### src/rtl/mpy_share_ctrl_pkg.sv
// Shared constants and types for the multiplier-sharing issue controller.
package mpy_pkg;

    localparam int unsigned OPW   = 8;
    localparam int unsigned PRODW = 16;
    localparam int unsigned IDW   = 2;

    typedef struct packed {
        logic           valid;
        logic [IDW-1:0] id;
    } mpy_tag_t;

    // Requester id to one-hot, sized for the largest supported requester count.
    function automatic logic [3:0] id_onehot(input logic [IDW-1:0] id);
        id_onehot = 4'b0001 << id;
    endfunction

endpackage

### src/rtl/mpy_share_ctrl_if.sv
// Requester-side handshake and multiplier datapath signals of the shared multiplier.
interface mpy_share_ctrl_if #(
    parameter int unsigned NREQ = 2
);
    import mpy_pkg::*;

    logic [NREQ-1:0]           req_valid;
    logic [NREQ-1:0]           req_ready;
    logic [OPW*NREQ-1:0]       req_a;
    logic [OPW*NREQ-1:0]       req_b;
    logic [NREQ-1:0]           rsp_valid;
    logic signed [PRODW-1:0]   rsp_product;
    logic signed [OPW-1:0]     mpy_a;
    logic signed [OPW-1:0]     mpy_b;
    logic signed [PRODW-1:0]   mpy_product;

    // Requesters plus multiplier model on one side.
    modport master (
        output req_valid, req_a, req_b, mpy_product,
        input  req_ready, rsp_valid, rsp_product, mpy_a, mpy_b
    );

    // Issue controller side.
    modport slave (
        input  req_valid, req_a, req_b, mpy_product,
        output req_ready, rsp_valid, rsp_product, mpy_a, mpy_b
    );

endinterface

### src/rtl/mpy_share_ctrl_rr_arbiter.sv
// Round-robin arbiter: grants the first valid request at or after ptr, modulo NREQ.
module rr_arbiter #(
    parameter int unsigned NREQ = 2
) (
    input  logic [NREQ-1:0]         req,
    input  logic                    en,
    input  logic [$clog2(NREQ)-1:0] ptr,
    output logic [NREQ-1:0]         gnt,
    output logic [$clog2(NREQ)-1:0] ptr_nxt
);

    localparam int unsigned PW = $clog2(NREQ);

    logic found;

    // Search offset k from ptr; requester j sits at offset k when (ptr + k) mod NREQ == j.
    always_comb begin
        gnt     = '0;
        ptr_nxt = ptr;
        found   = 1'b0;
        for (int k = 0; k < int'(NREQ); k++) begin
            for (int j = 0; j < int'(NREQ); j++) begin
                if (en && !found && req[j] &&
                    ((int'(ptr) + k == j) || (int'(ptr) + k == j + int'(NREQ)))) begin
                    gnt[j]  = 1'b1;
                    found   = 1'b1;
                    ptr_nxt = (j == int'(NREQ) - 1) ? '0 : PW'(j + 1);
                end
            end
        end
    end

endmodule

### src/rtl/mpy_share_ctrl.sv
// Issue controller sharing one pipelined signed 8x8 multiplier among NREQ requesters;
// a LAT-deep tag line steers each product back to the requester that issued it.
module mpy_share_ctrl
    import mpy_pkg::*;
#(
    parameter int unsigned NREQ = 2,
    parameter int unsigned LAT  = 16
) (
    input  logic                       clk,
    input  logic                       rst_n,
    input  logic                       hold,
    mpy_share_ctrl_if.slave            bus,
    output logic [$clog2(LAT+1)-1:0]   inflight,
    output logic                       busy
);

    localparam int unsigned PW = $clog2(NREQ);
    localparam int unsigned CW = $clog2(LAT + 1);

    logic [PW-1:0]   ptr;
    logic [PW-1:0]   ptr_nxt_c;
    logic [NREQ-1:0] gnt_c;
    logic            grant_c;
    logic [IDW-1:0]  gnt_id_c;
    logic [OPW-1:0]  sel_a_c;
    logic [OPW-1:0]  sel_b_c;
    logic            rsp_fire_c;
    logic [CW-1:0]   inflight_nxt_c;
    mpy_tag_t        tag_q [LAT];

    rr_arbiter #(.NREQ(NREQ)) u_arb (
        .req     (bus.req_valid),
        .en      (!hold),
        .ptr     (ptr),
        .gnt     (gnt_c),
        .ptr_nxt (ptr_nxt_c)
    );

    assign bus.req_ready = gnt_c;
    assign grant_c       = |gnt_c;
    assign rsp_fire_c    = tag_q[LAT-1].valid;

    // Encode the one-hot grant and select the granted requester's operands.
    always_comb begin
        gnt_id_c = '0;
        sel_a_c  = '0;
        sel_b_c  = '0;
        for (int j = 0; j < int'(NREQ); j++) begin
            if (gnt_c[j]) begin
                gnt_id_c = IDW'(j);
                sel_a_c  = bus.req_a[OPW*j +: OPW];
                sel_b_c  = bus.req_b[OPW*j +: OPW];
            end
        end
    end

    always_comb begin
        inflight_nxt_c = inflight;
        if (grant_c && !rsp_fire_c) begin
            inflight_nxt_c = inflight + CW'(1);
        end else if (!grant_c && rsp_fire_c) begin
            inflight_nxt_c = inflight - CW'(1);
        end
    end

    // Operands only load on a grant so the multiplier inputs stay quiet when idle.
    always_ff @(posedge clk or negedge rst_n) begin
        if (!rst_n) begin
            ptr       <= '0;
            bus.mpy_a <= '0;
            bus.mpy_b <= '0;
        end else begin
            ptr <= ptr_nxt_c;
            if (grant_c) begin
                bus.mpy_a <= sel_a_c;
                bus.mpy_b <= sel_b_c;
            end
        end
    end

    always_ff @(posedge clk or negedge rst_n) begin
        if (!rst_n) begin
            for (int s = 0; s < int'(LAT); s++) begin
                tag_q[s] <= '0;
            end
        end else begin
            tag_q[0] <= mpy_tag_t'{valid: grant_c, id: gnt_id_c};
            for (int s = 1; s < int'(LAT); s++) begin
                tag_q[s] <= tag_q[s-1];
            end
        end
    end

    always_ff @(posedge clk or negedge rst_n) begin
        if (!rst_n) begin
            bus.rsp_valid   <= '0;
            bus.rsp_product <= '0;
        end else begin
            bus.rsp_valid <= rsp_fire_c ? NREQ'(id_onehot(tag_q[LAT-1].id)) : '0;
            if (rsp_fire_c) begin
                bus.rsp_product <= bus.mpy_product;
            end
        end
    end

    always_ff @(posedge clk or negedge rst_n) begin
        if (!rst_n) begin
            inflight <= '0;
            busy     <= 1'b0;
        end else begin
            inflight <= inflight_nxt_c;
            busy     <= (inflight_nxt_c != '0);
        end
    end

endmodule
### src/flat_wrapper.sv
// flat-port wrapper written by rule: the top's interface ports become plain ports
module mpy_share_ctrl_flat import mpy_pkg::*;
#(
    parameter int unsigned NREQ = 2,
    parameter int unsigned LAT  = 16
)
  (clk, rst_n, hold, inflight, busy, bus_req_valid, bus_req_a, bus_req_b, bus_mpy_product, bus_req_ready, bus_rsp_valid, bus_rsp_product, bus_mpy_a, bus_mpy_b);
  mpy_share_ctrl_if #(.NREQ(NREQ)) bus_i ();
  input  logic clk;
  input  logic rst_n;
  input  logic hold;
  output logic [$clog2(LAT+1)-1:0] inflight;
  output logic busy;
  input wire logic [$bits(bus_i.req_valid)-1:0] bus_req_valid;
  input wire logic [$bits(bus_i.req_a)-1:0] bus_req_a;
  input wire logic [$bits(bus_i.req_b)-1:0] bus_req_b;
  input wire logic [$bits(bus_i.mpy_product)-1:0] bus_mpy_product;
  output wire logic [$bits(bus_i.req_ready)-1:0] bus_req_ready;
  output wire logic [$bits(bus_i.rsp_valid)-1:0] bus_rsp_valid;
  output wire logic [$bits(bus_i.rsp_product)-1:0] bus_rsp_product;
  output wire logic [$bits(bus_i.mpy_a)-1:0] bus_mpy_a;
  output wire logic [$bits(bus_i.mpy_b)-1:0] bus_mpy_b;
  assign bus_i.req_valid = bus_req_valid;
  assign bus_i.req_a = bus_req_a;
  assign bus_i.req_b = bus_req_b;
  assign bus_i.mpy_product = bus_mpy_product;
  assign bus_req_ready = bus_i.req_ready;
  assign bus_rsp_valid = bus_i.rsp_valid;
  assign bus_rsp_product = bus_i.rsp_product;
  assign bus_mpy_a = bus_i.mpy_a;
  assign bus_mpy_b = bus_i.mpy_b;
  mpy_share_ctrl #(.NREQ(NREQ), .LAT(LAT)) u_core (.clk(clk), .rst_n(rst_n), .hold(hold), .bus(bus_i), .inflight(inflight), .busy(busy));
endmodule
### config.mk
export PLATFORM = sky130hd
export DESIGN_NAME = mpy_share_ctrl_flat
export DESIGN_NICKNAME = d
export VERILOG_FILES = /design/src/rtl/mpy_share_ctrl_pkg.sv /design/src/rtl/mpy_share_ctrl_if.sv /design/src/rtl/mpy_share_ctrl_rr_arbiter.sv /design/src/rtl/mpy_share_ctrl.sv /design/src/flat_wrapper.sv
export SDC_FILE = /design/constraint.sdc
export NUM_CORES = 1
export LEC_CHECK = 0
export BUFFER_PORTS_ARGS = -buffer_cell sky130_fd_sc_hd__buf_2
export CAP_MARGIN = 5
export CORE_ASPECT_RATIO = 2
export CORE_MARGIN = 1.5
export CORE_UTILIZATION = 48
export DETAILED_ROUTE_END_ITERATION = 10
export PLACE_DENSITY = 0.89
export SYNTH_ARGS = -nofsm -noshare
export SYNTH_HDL_FRONTEND = slang
export SYNTH_SLANG_ARGS = --single-unit
export TNS_END_PERCENT = 100
### constraint.sdc
create_clock -name clk -period 2.55 [get_ports clk]
set_clock_uncertainty 0.05 [all_clocks]
set_input_delay 0 -clock clk [delete_from_list [all_inputs] [get_ports clk]]
set_output_delay 0 -clock clk [all_outputs]
set_load 0.1 [all_outputs]
-- After elaboration in Yosys (flattened, before gate mapping)
Index checks and enable logic that the tools add are counted.
Widths: inputs -> output; s select.
- $add $sub $neg: 3
- equal/unequal tests: 3
- shifts and indexed selects: 1
- multiplexer cells: 18
- reductions and logical operators: 26
- operators by type and width (kind ; number):
    $logic_not 32->1 ; 2
    $eq 32x2->1 const B ; 1
    $eq 32x3->1 const B ; 1
    $mux 8 ; 4
    $logic_and 1x1->1 ; 13
    $mux 1 ; 11
    $mux 5 ; 2
    $logic_not 1->1 ; 6
    $add 5x1->5 const B ; 1
    $reduce_bool 5->1 ; 1
    $sub 5x1->5 const B ; 1
    $reduce_bool 4->1 ; 1
    $add 1x1->2 const B ; 1
    $eq 2x2->1 const B ; 1
    $logic_or 1x1->1 ; 2
    $mux 2 ; 1
    $reduce_or 2->1 ; 1
    $shl 1x1->2 const A ; 1
- flip-flop bits (word level): 73
- input bits: 53
- logic and storage cells: 90

-- Longest topological paths before layout
Gate-level depths: netlist of the first run.
- depth after elaboration: 25
- mapped depth: 7

-- Cells and area by module
A second synthesis of the first run with hierarchy kept.
- cells, all modules: 186
- area total of the unflattened synthesis: 2657.5 um^2
- modules (own cells, without submodules) (module ; times used ; cells each ; area an instance (um^2) ; seq. area each (um^2)):
    mpy_share_ctrl ; 1 ; 179 ; 2621.3 ; 1826.8
    rr_arbiter ; 1 ; 7 ; 36.3 ; 0.0

-- Worst setup path after synthesis of the first run
Ideal clock, no wire load.
- path kind: reg2reg
- from: register u_core.inflight[0]
- to: register u_core.busy
- setup time: 139 ps
- data arrival time: 2578 ps
- setup slack: -216 ps
- cell stages (with the launch flop): 8
- path buffers: 1
- period minus slack after synthesis: 2766 ps
- path through: dfrtp_1 > buf_2 > inv_1 > ha_1 > or3b_2 > mux2i_1 > a211oi_1 > or4_1
- word-level cells in the longest chain between the ends: 4
- ends and longest elaborated chain (item ; RTL line ; source):
    from (decl) ; mpy_share_ctrl.sv:13 ; output logic [$clog2(LAT+1)-1:0] inflight,
    from (signal assigned) ; mpy_share_ctrl.sv:111 ; inflight <= inflight_nxt_c;
    $sub 5x1->5 ; mpy_share_ctrl.sv:62 ; inflight_nxt_c = inflight - CW'(1);
    $mux 5 ; mpy_share_ctrl.sv:61 ; end else if (!grant_c && rsp_fire_c) begin
    $mux 5 * ; mpy_share_ctrl.sv:59 ; if (grant_c && !rsp_fire_c) begin
    $reduce_bool 5->1 * ; mpy_share_ctrl.sv:112 ; busy <= (inflight_nxt_c != '0);
    to (signal assigned) ; mpy_share_ctrl.sv:112 ;
    to (decl) ; mpy_share_ctrl.sv:14 ; output logic busy
Every way passes the cells marked *; elsewhere a longest branch is shown, timed or not.
A chain may end at the register's enable or synchronous reset.

-- Final worst setup path of the first run
- from: input port hold
- to: register u_core.bus.mpy_b[4]
- word-level cells in the longest chain between the ends: 20
- ends and longest elaborated chain (item ; RTL line ; source):
    from (decl) ; flat_wrapper.sv:11 ; input logic hold;
    $logic_not 1->1 * ; mpy_share_ctrl.sv:33 ; .en (!hold),
    $logic_and 1x1->1 (2 in a row) ; mpy_share_ctrl_rr_arbiter.sv:23 ; if (en && !found && req[j] &&
    $mux 1 ; mpy_share_ctrl_rr_arbiter.sv:23 ;
    $logic_not 1->1 ; mpy_share_ctrl_rr_arbiter.sv:23 ;
    $logic_and 1x1->1 (3 in a row) ; mpy_share_ctrl_rr_arbiter.sv:23 ;
    $mux 1 ; mpy_share_ctrl_rr_arbiter.sv:23 ;
    $logic_not 1->1 ; mpy_share_ctrl_rr_arbiter.sv:23 ;
    $logic_and 1x1->1 (3 in a row) ; mpy_share_ctrl_rr_arbiter.sv:23 ;
    $mux 1 ; mpy_share_ctrl_rr_arbiter.sv:23 ;
    $logic_not 1->1 ; mpy_share_ctrl_rr_arbiter.sv:23 ;
    $logic_and 1x1->1 (3 in a row) ; mpy_share_ctrl_rr_arbiter.sv:23 ;
    $mux 1 ; mpy_share_ctrl_rr_arbiter.sv:23 ;
    $mux 8 or $reduce_or 2->1 (tied branches) ; mpy_share_ctrl.sv:49, mpy_share_ctrl.sv:40 ;
    to (signal assigned) ; mpy_share_ctrl.sv:76 ; bus.mpy_b <= sel_b_c;
    to (decl) ; mpy_share_ctrl_if.sv:26 ; output req_ready, rsp_valid, rsp_product, mpy_a, mpy_b
Marked as above.

==> impl_results.md, run 1 <==
* Cell at the slowest stage of the critical path: a21oi_1
* Critical path cell sequence: dlygate4sd3_1, buf_2, nand2b_1, a21oi_1, buf_4, a222oi_1, dlygate4sd3_1, inv_1
* Ratio of total power to cell area at 1009 nW/um^2
* Global-route total usage across every layer at 24.80%
* Pin count of the biggest net entering global routing at 74
* Run status: finished clean
* Hold path start: bus_req_valid[0]
* FF+latch count, synth at 73
* Placeable core region at 5139 um^2
* Antenna diode count at 0
* Share of post-route cells with drive strength above 1 at 40.73%
* Class of the tightest hold or removal check: in -> reg
* MaxCap Viol Count at 0
* Flop pwr share at 37.6%
* Arrival time of data at the critical path endpoint at 2540 ps
* Clock slew at reported path FFs at 80 ps
* Total of endpoints with negative setup slack in the final report at 0
* Nets in the synthesized netlist at 226
* CTS H-tree depth at 3
* Critical path buffers and inverters at 5
* Maximum vdd ir drop at 799.6 uV
* Setup repair after global routing missed its margin: false
* Clock buffers created by TritonCTS at 9
* DRC at 0
* Clock buffer depth at 2
* Max stage delay on crit path at 650 ps
* Wire per inst at 16.77 um
* Clock root buffer: clkbuf_8
* Final worst path period need at 2317 ps
* Via count of the first global-routing pass at 2231
* Area of the die at 5813 um^2
* Synthesized area per cell at 14.99 um^2
* Most used cell, CP: dlygate4sd3_1
* Sum of negative setup slack at 0 ps
* Kind of end point of the critical path: flip-flop
* Post-CTS Repair Setup Buffers at 0
* Comb pwr share at 39.6%
* Total number of yosys warnings at 0
* Relative max-transition margin at 41.13%
* Library cells used by synthesis at 28
* Total leakage power at 1.943 nW
* Switching power share of the total at 44.27%
* Max-slew violation count at 0
* Worst setup SP type: input port
* Clock tree from TritonCTS: built
* Last weighted congestion value of the routability-driven placer at 0.7320
* Share of the clock period used by the worst path at 90.86%
* Remaining global-route overflow at 0
* Worst reg2reg path startpoint: u_core.ptr
* Number of antenna violations at the first check in global routing at 0
* Critical Path Fanout Max at 10
* Total power after layout at 3.858 mW
* PnR worst setup slack at 233.1 ps
* Pre-CTS setup slack at 470.5 ps
* Routed vias/inst at 5.189
* Top Family by Delay on Critical Path: buffers and inverters
* Effective utilization at floorplan at 49.87%
* Register area share after synthesis at 71.29%
* Class of the most critical setup path: in -> reg
* Internal cell power at 2.150 mW
* Number of sinks driven by the clock tree at 73
* Chip Width at 54.67 um
* Slew at the pin closest to its max-slew limit at 883.0 ps
* Die H at 106.3 um
* ANT nets after route at 0
* Portion of total power attributed to the clock network at 22.8%
* Post-DP HPWL at 3516 um
* Required time at the endpoint of the critical path at 2770 ps
* # rows at 37
* Max Clock Freq at 0.4316 GHz
* Number of detailed-routing iterations run before antenna repair at 4
* DRT Wirelength at 6489 um
* Number of nets in the layout at 379
* Synthesized instance count at 171
* Sw Pwr at 1.708 mW
* Combined area of all synthesized cells at 2562 um^2
* Final core occ at 74.41%
* Number of design-rule violations left by the first detailed-router iteration at 106
* Crit. Startpoint: hold
* Commonest cells after routing, fill and taps aside: 94 x buf_2, 71 x dfrtp_1, 52 x dlygate4sd3_1
* Via count at 2008
* Most common cell after layout, fill and taps aside: buf_2
* Number of hold violations in the final report at 0
* Number of I/O port buffers at 94
* Number of top-level pins at 95
* Wire length of the first global-routing pass at 10230 um
* Area growth, synth to finish at 49.22%
* Worst skew pair latency at 330 ps
## power by group through the flow
stage	clock network (mW)	registers, mW	logic [mW]
finish	0.881	1.45	1.53
global route	0.954	1.48	1.59
CTS	0.895	1.45	1.51
detailed placement	0	1.47	1.41
global placement	0	1.46	1.39
floorplan	0	2.32	0.286
## registers in the layout, summed over array words and instances (netlist names)
signal and cells:
u_core.inflight 5, u_core.busy 1, u_core.bus.rsp_valid 2, u_core.rsp_fire_c 1, u_core.bus.mpy_b 8, u_core.bus.rsp_product 16, u_core.bus.mpy_a 8, u_core.ptr 1
u_core.tag_q 31
## path summary, 6_finish.rpt
kind	endpoint	slack [ps]	cells past startpoint
setup / recovery	u_core.bus.mpy_b[4]	230	8
hold / removal	u_core.tag_q[45]	60	3
setup reg to reg	u_core.bus.mpy_b[4]	310	5
hold reg to reg	u_core.tag_q[21]	300	0
max in group asynchronous	u_core.inflight[1]	1460	3
min in group asynchronous	u_core.bus.rsp_product[13]	350	3
## logic make-up (layout without fill, tap and decap cells)
family          after synthesis  in the layout  share of synthesized area (%)
xor+xnor                      5              5                          1.709
compound gates               24             24                          8.105
buf+inv                      29            187                          4.639
mux                          20             20                          8.594
flops                        73             73                          71.29
simple gates                 18             18                          4.688
fa+ha+maj                     2              2                         0.9764
## through the flow
| stage | hold WS [ps] | area [um^2] | instances |
|---|---|---|---|
| detailed placement | 168.5 | 3105 | 319 |
| CTS | 29.65 | 3824 | 387 |
| global route | 74.19 | 3824 | 387 |
| floorplan | -345.6 | 2565 | 171 |
| finish | 58.86 | 3824 | 387 |
| global placement | 161.6 | 3105 | 319 |
## routing by layer
| layer | global-route usage, % | vias up | routed length (um) |
|---|---|---|---|
| met5 | 0 | - | 0 |
| met4 | 13.04 | 0 | 205 |
| met3 | 6.039 | 20 | 290 |
| met2 | 41.67 | 82 | 3622 |
| met1 | 27.09 | 991 | 2370 |
| li1 | - | 915 | - |
## tightest hold or removal path, stage by stage
cell and delay, ps:
buf_2 110, a21oi_1 70, buf_4 200
## layout make-up
class,count,area [um^2]
fill,322,1315
tap,58,72.57
multi-input combinational,69,620.6
sequential,73,1829
clock buffer,11,141.4
clock inverter,5,56.30
inverter,20,75.07
timing repair buffer,151,1028
## cells in the mapped netlist
cell | instances | share of area (%)
a211oi_1 | 1 | 0.29
a21oi_1 | 2 | 0.39
buf_1 | 2 | 0.29
xor2_1 | 2 | 0.68
nand2_1 | 4 | 0.59
nor3_1 | 1 | 0.20
mux2i_1 | 4 | 1.6
nand2b_1 | 3 | 0.73
nor4bb_1 | 1 | 0.39
mux2_2 | 16 | 7.0
o21ai_0 | 3 | 0.59
and2_1 | 1 | 0.24
o211ai_1 | 1 | 0.29
o21bai_1 | 1 | 0.29
inv_1 | 20 | 2.9
nor2b_1 | 1 | 0.24
xnor2_1 | 3 | 1.0
dfrtp_1 | 73 | 71
ha_1 | 2 | 0.98
buf_6 | 1 | 0.44
a222oi_1 | 16 | 6.2
and4b_1 | 2 | 0.78
buf_2 | 2 | 0.39
nor4b_1 | 2 | 0.68
clkbuf_1 | 4 | 0.59
or3b_2 | 1 | 0.34
nand3_1 | 1 | 0.20
or4_1 | 1 | 0.29
## repair_timing
action / CTS / global route
resized for setup: 0 / 0
hold endpoints to repair: 106 / 0
hold buffers: 52 / 0
(Power assumes the default switching activity.)
==> inputs of run 2 (changes only) <==
--- a/config.mk
+++ b/config.mk
@@ -5,13 +5,14 @@
 export SDC_FILE = /design/constraint.sdc
 export NUM_CORES = 1
 export LEC_CHECK = 0
+export ABC_AREA = 1
 export BUFFER_PORTS_ARGS = -buffer_cell sky130_fd_sc_hd__buf_2
 export CAP_MARGIN = 5
 export CORE_ASPECT_RATIO = 2
 export CORE_MARGIN = 1.5
-export CORE_UTILIZATION = 48
+export CORE_UTILIZATION = 49
 export DETAILED_ROUTE_END_ITERATION = 10
-export PLACE_DENSITY = 0.89
+export PLACE_DENSITY = 0.9
 export SYNTH_ARGS = -nofsm -noshare
 export SYNTH_HDL_FRONTEND = slang
 export SYNTH_SLANG_ARGS = --single-unit
==> run 2 against run 1 <==
Critical endpoint is now u_core.bus.mpy_b[0]. Utilization up 1.2 points. First-iteration DRC count is 46% lower. Hold slack improved by 11 ps. Sequential share of layout area fell by 1.3 points. Sequential cell count stayed put. Critical path depth grew 1. Setup slack better by 360 ps. Global-route usage grew 0.74 points. Count of clock-buffer cells in the layout rose by 1. Combinational power is 4% lower. Die area is 0.93% higher.
==> impl_results.md, run 2 <==
* Most frequent cells after synthesis: 128 x nand2_1, 73 x dfrtp_1, 23 x nand3_1
* Number of placed instances, taps included at 414
* Kind of end point of the critical path: flip-flop
* Async set-reset flop share out of synthesis at 100.0%
* Sw Pwr at 1.680 mW
* Critical path cell sequence: dlygate4sd3_1, buf_2, inv_2, nand2_1, o211ai_1, inv_2, nand2_1, nand3_1, dlygate4sd3_1
* Antenna diode count at 0
* Endpoint of the most critical register-to-register path: u_core.bus.mpy_b[0]
* Ranking of synthesized cells by area: dfrtp_1 69%, nand2_1 18%, nand3_1 4.4%, inv_1 1.7%, ha_1 0.95%
* Worst reg2reg path startpoint: u_core.ptr
* Setup slack, reg-to-reg at 710 ps
* Class of the tightest hold or removal check: in -> async
* Commonest cells after routing, fill and taps aside: 128 x nand2_1, 94 x buf_2, 73 x dfrtp_1
* Final worst path period need at 1954 ps
* Proportion of netlist area held by the largest area contributor at 69.16%
* Relative max-transition margin at 66.95%
* Clock buffer depth at 2
* Pin count of the biggest net entering global routing at 34
* # rows at 37
* Pre-CTS setup slack at 979.9 ps
* Switching power share of the total at 43.33%
* Synthesized area per cell at 10.00 um^2
* Required time at the endpoint of the critical path at 2720 ps
* Clock buffers created by TritonCTS at 9
* Number of detailed-routing iterations run before antenna repair at 7
* Flop pwr share at 36.6%
* Number of antenna violations at the first check in global routing at 0
* Filler-free cell count of the finished design at 482
* Synthesized instance count at 264
* Top Family by Delay on Critical Path: buffers and inverters
* PnR worst setup slack at 595.5 ps
* Most frequently used cell type in the post-synthesis netlist: nand2_1
* Clock root buffer: clkbuf_8
* Final core occ at 75.63%
* Worst skew pair latency at 340 ps
* Die H at 106.8 um
* Slew at the pin closest to its max-slew limit at 499.2 ps
* Placeable core region at 5185 um^2
* Internal cell power at 2.198 mW
* Share of the clock period used by the worst path at 76.65%
* Comb pwr share at 38.0%
* Worst R2R Path Depth at 5
* Class of the most critical setup path: in -> reg
* Max stage delay on crit path at 580 ps
* Total power after layout at 3.878 mW
* MaxCap Viol Count at 0
* Worst setup SP type: input port
* Last weighted congestion value of the routability-driven placer at 0.8434
* Post-DP HPWL at 3957 um
* Portion of total power attributed to the clock network at 25.4%
* Maximum vdd ir drop at 808.3 uV
* Combined area of all synthesized cells at 2641 um^2
* Largest registers: u_core.tag_q: 31 flops, u_core.bus.rsp_product: 16 flops
* Most common cell after layout, fill and taps aside: nand2_1
* Critical Path Fanout Max at 18
* Crit. Startpoint: hold
* Run status: finished clean
* Number of I/O port buffers at 94
* Arrival time of data at the critical path endpoint at 2120 ps
* Number of enable-type register cells in the synthesized netlist at 0
* Ratio of total power to cell area at 989.0 nW/um^2
* Final design instance area without fill at 3921 um^2
* Crit. path cell count at 9
* Effective utilization at floorplan at 50.94%
* Sum of negative setup slack at 0 ps
* Cell accounting for the most synthesized area: dfrtp_1
* Number of hold violations in the final report at 0
* Main flop type after synthesis: dfrtp_1
* Via count at 2358
* Max Clock Freq at 0.5116 GHz
* Nets in the synthesized netlist at 319
* Library cells used by synthesis at 20
* Chip Width at 54.92 um
* DRT Wirelength at 6908 um
* Wire per inst at 14.33 um
* Total leakage power at 2.143 nW
* CTS H-tree depth at 3
* Number of sinks driven by the clock tree at 73
* Register containing the most flip-flops in the final layout: u_core.tag_q
* Hold Slack at 69.77 ps
* Register area share after synthesis at 69.16%
* Cell area after placement at 3179 um^2
* Remaining global-route overflow at 0
* Wire length of the first global-routing pass at 10740 um
* Capture point of the worst path: u_core.bus.mpy_b[0]
* FILL cells at 315
* Number of top-level pins at 95
* Area growth, synth to finish at 48.46%
* Largest register FFs at 31
* Via count of the first global-routing pass at 2454
* DRC at 0
* Max-slew violation count at 0
* Number of nets in the layout at 474
* Number of design-rule violations left by the first detailed-router iteration at 57
* Cell at the slowest stage of the critical path: dlygate4sd3_1
* Global-route total usage across every layer at 25.54%
* Total of endpoints with negative setup slack in the final report at 0
* Share of post-route cells with drive strength above 1 at 28.77%
* Critical path buffers and inverters at 5
* Total number of yosys warnings at 0
* Setup repair after global routing missed its margin: false
* ANT nets after route at 0
* FF+latch count, synth at 73
* Clock tree from TritonCTS: built
* Area of the die at 5867 um^2
* Routed vias/inst at 4.892
* Clock slew at reported path FFs at 70 ps
[run 2: cell count changes in the layout (fill, tap and decap cells not counted), moves of 3 or more]
cell / delta
nand3_1: +22
inv_1: -8
xnor2_1: -3
mux2_2: -16
nand2b_1: -3
nand2_1: +124
inv_2: +3
a222oi_1: -16
nor2_1: +6
mux2i_1: -4
[run 2: worst min path at each step]
stage                                     end  slack (ps)  cells after the start
after floorplan           u_core.bus.mpy_a[0]        -350                      0
after global placement       u_core.tag_q[33]        -110                      1
after detailed placement     u_core.tag_q[27]         -90                      1
after CTS                    u_core.tag_q[45]          60                      3
after global routing         u_core.tag_q[27]         110                      2
final                        u_core.tag_q[18]          70                      2
[run 2: timing repair]
action	4_1_cts	5_1_grt
setup endpoints to repair	0	0
hold buffers	52	0
gates resized for setup	0	0
setup buffers	0	0
hold endpoints to repair	73	0
[run 2: worst register-to-register path, cell delays in order, from the launching register on]
cell and delay, ps:
dfrtp_1 420, o211ai_1 260, inv_2 200, nand2_1 130, nand3_1 90, dlygate4sd3_1 580
[run 2: power groups by stage]
stage	clock network (mW)	registers (mW)	logic [mW]
3_5_place_dp	0	1.43	1.36
4_1_cts	1.00	1.42	1.46
6_report	0.985	1.42	1.47
5_1_grt	1.06	1.44	1.55
3_3_place_gp	0	1.43	1.34
2_1_floorplan	0	2.23	0.293
[run 2: layout make-up]
cell class | count | area, um^2 | area share, %
Clock buffer | 12 | 145.1 | 3.701
Tap cell | 58 | 72.57 | 1.851
Sequential cell | 73 | 1827 | 46.59
Inverter | 15 | 56.30 | 1.436
Timing Repair Buffer | 151 | 1028 | 26.23
Clock inverter | 4 | 76.32 | 1.946
Multi-Input combinational cell | 169 | 715.7 | 18.25
[run 2: cells by family (layout without fill, tap and decap cells)]
kind of cell / after synthesis / count (layout) / synth area share [%]
AO/OA/AOI/OAI: 5 / 5 / 1.326
XOR/XNOR: 1 / 1 / 0.3317
adder cells (fa/ha/maj): 2 / 2 / 0.9473
buffers and inverters: 22 / 182 / 3.742
flip-flops: 73 / 73 / 69.16
AND/OR/NAND/NOR: 161 / 161 / 24.49
[run 2: routing by layer]
layer,global-route usage [%],up-vias,wire length [um]
met4,7.666,0,65
li1,-,1120,-
met3,6.825,7,465
met2,45.58,121,3796
met5,0,-,0
met1,27.90,1110,2581
==> inputs of run 3 (changes only) <==
--- a/config.mk
+++ b/config.mk
@@ -10,9 +10,9 @@
 export CAP_MARGIN = 5
 export CORE_ASPECT_RATIO = 2
 export CORE_MARGIN = 1.5
-export CORE_UTILIZATION = 49
+export CORE_UTILIZATION = 44
 export DETAILED_ROUTE_END_ITERATION = 10
-export PLACE_DENSITY = 0.9
+export PLACE_DENSITY = 0.86
 export SYNTH_ARGS = -nofsm -noshare
 export SYNTH_HDL_FRONTEND = slang
 export SYNTH_SLANG_ARGS = --single-unit
==> constraint.sdc (replaced) <==
create_clock -name clk -period 1.7 [get_ports clk]
set_clock_uncertainty 0.05 [all_clocks]
set_input_delay 0 -clock clk [delete_from_list [all_inputs] [get_ports clk]]
set_output_delay 0 -clock clk [all_outputs]
set_load 0.1 [all_outputs]
==> run 3 against run 2 <==
The run now ends with DRC left. Sequential share of layout area down 1.6 points. First-iteration DRC count grew 100%. Count of clock-buffer cells in the layout shrank 1. Routed wire length is 1.2% lower. Hold slack got worse by 42 ps. Power up 59%. Final area grew 4.1%. Global-route usage is 3.9 points lower. Via count rose by 1.7%. Combinational power is 52% higher. Highest routed layer unchanged.
==> impl_results.md, run 3 (same netlist as run 2, synthesis figures left out) <==
* Number of hold violations in the final report at 0
* Total power after layout at 6.179 mW
* Slew at the pin closest to its max-slew limit at 502.2 ps
* Clock buffers created by TritonCTS at 9
* Number of placed instances, taps included at 417
* Antenna diode count at 0
* DRC at 12
* Global-route total usage across every layer at 21.68%
* Largest register FFs at 31
* Number of antenna violations at the first check in global routing at 0
* Number of detailed-routing iterations run before antenna repair at 8
* Most common cell after layout, fill and taps aside: nand2_1
* Clock buffer depth at 2
* Number of top-level pins at 95
* Pin count of the biggest net entering global routing at 70
* Total leakage power at 2.283 nW
* FILL cells at 379
* Share of the clock period used by the worst path at 98.78%
* Commonest cells after routing, fill and taps aside: 125 x nand2_1, 93 x buf_2, 68 x dfrtp_1
* Largest registers: u_core.tag_q: 31 flops, u_core.bus.rsp_product: 16 flops
* Number of design-rule violations left by the first detailed-router iteration at 116
* DRT Wirelength at 6822 um
* Worst skew pair latency at 320 ps
* Clock root buffer: clkbuf_16
* Worst setup SP type: flip-flop
* Number of nets in the layout at 474
* Wire per inst at 14.07 um
* Filler-free cell count of the finished design at 485
* Effective utilization at floorplan at 45.87%
* Clock tree from TritonCTS: built
* Maximum vdd ir drop at 915.7 uV
* Total of endpoints with negative setup slack in the final report at 0
* Relative max-transition margin at 66.75%
* Via count at 2397
* Register containing the most flip-flops in the final layout: u_core.tag_q
* Critical Path Fanout Max at 18
* Setup repair after global routing missed its margin: true
* Max Clock Freq at 0.5955 GHz
* Class of the tightest hold or removal check: in -> reg
* Ratio of total power to cell area at 1514 nW/um^2
* Placeable core region at 5758 um^2
* Area of combinational cells with multiple inputs at 723.2 um^2
* Clock slew at reported path FFs at 50 ps
* Chip Width at 57.79 um
* Max-slew violation count at 0
* Number of sinks driven by the clock tree at 73
* Failing checks: DRC
* Number of I/O port buffers at 94
* # rows at 39
* Kind of end point of the critical path: flip-flop
* Post-DP HPWL at 3798 um
* Class of the most critical setup path: reg -> reg
* Die H at 112.6 um
* Remaining global-route overflow at 0
* Pre-CTS setup slack at 226.6 ps
* Routed vias/inst at 4.942
* Wire length of the first global-routing pass at 10840 um
* Share of post-route cells with drive strength above 1 at 30.90%
* Arrival time of data at the critical path endpoint at 1830 ps
* CTS H-tree depth at 3
* Last weighted congestion value of the routability-driven placer at 0.7567
* Area growth, synth to finish at 54.52%
* Flip-flop and latch area at 1836 um^2
* Area of the die at 6505 um^2
* Via count of the first global-routing pass at 2508
* MaxCap Viol Count at 0
* Run status: complete, but fails checks
* Required time at the endpoint of the critical path at 1850 ps
* Final worst path period need at 1679 ps
* PnR worst setup slack at 20.80 ps
* Post-CTS Repair Setup Buffers at 0
* ANT nets after route at 0
-- run 3: worst paths after layout --
kind | from | to | slack, ps | cells past startpoint
max | u_core.ptr | u_core.bus.mpy_b[5] | 20 | 5
max reg2reg | u_core.ptr | u_core.bus.mpy_b[5] | 20 | 5
min reg2reg | u_core.tag_q[11] | u_core.tag_q[8] | 300 | 0
min | bus_req_b[7] | u_core.bus.mpy_b[7] | 30 | 4
min in group asynchronous | rst_n | u_core.bus.rsp_product[13] | 190 | 3
max in group asynchronous | rst_n | u_core.tag_q[0] | 860 | 3
-- run 3: timing repair --
| item | 4_1_cts | 5_1_grt |
|---|---|---|
| setup endpoints to repair | 0 | 13 |
| endpoints found under the hold margin | 106 | 0 |
| hold buffers | 52 | 0 |
| resized for setup | 0 | 14 |
-- run 3: stage by stage --
stage / hold slack [ps] / setup TNS, ps / util [%] / instance area (um^2)
6_report: 28.00 / 0 / 70.88 / 4081
3_3_place_gp: -226.1 / 0 / 55.91 / 3219
5_1_grt: 61.17 / -93.90 / 70.88 / 4081
2_1_floorplan: -345.6 / 0 / - / 2650
4_1_cts: 87.33 / 0 / 70.12 / 4038
3_5_place_dp: -221.8 / 0 / 55.91 / 3219
-- run 3: critical path: stages, from the launching register on --
cell	delay, ps
dfrtp_1	400
o211ai_1	180
bufinv_8	250
nand2_1	80
nand3_1	60
dlygate4sd3_1	550
-- run 3: per-layer routing --
| metal | routed length, um | track usage [%] | part of all wire [%] |
|---|---|---|---|
| met4 | 50 | 8.062 | 0.73 |
| met3 | 422 | 5.184 | 6.2 |
| met2 | 3860 | 40.23 | 57 |
| met5 | 0 | 0 | 0 |
| met1 | 2489 | 22.63 | 36 |
-- run 3: final cells by class --
class,instances,area share (%)
well taps,61,1.870
flip-flops and latches,73,44.97
repair buffers,151,26.43
inverters,15,1.717
clock buffers,11,5.947
clock inverters,5,1.349
multi-input cells,169,17.72
-- run 3: where the power goes --
group	internal (mW)	switching, mW
registers	1.98	0.155
logic	0.486	1.75
clock network	1.17	0.645
total	3.63	2.55
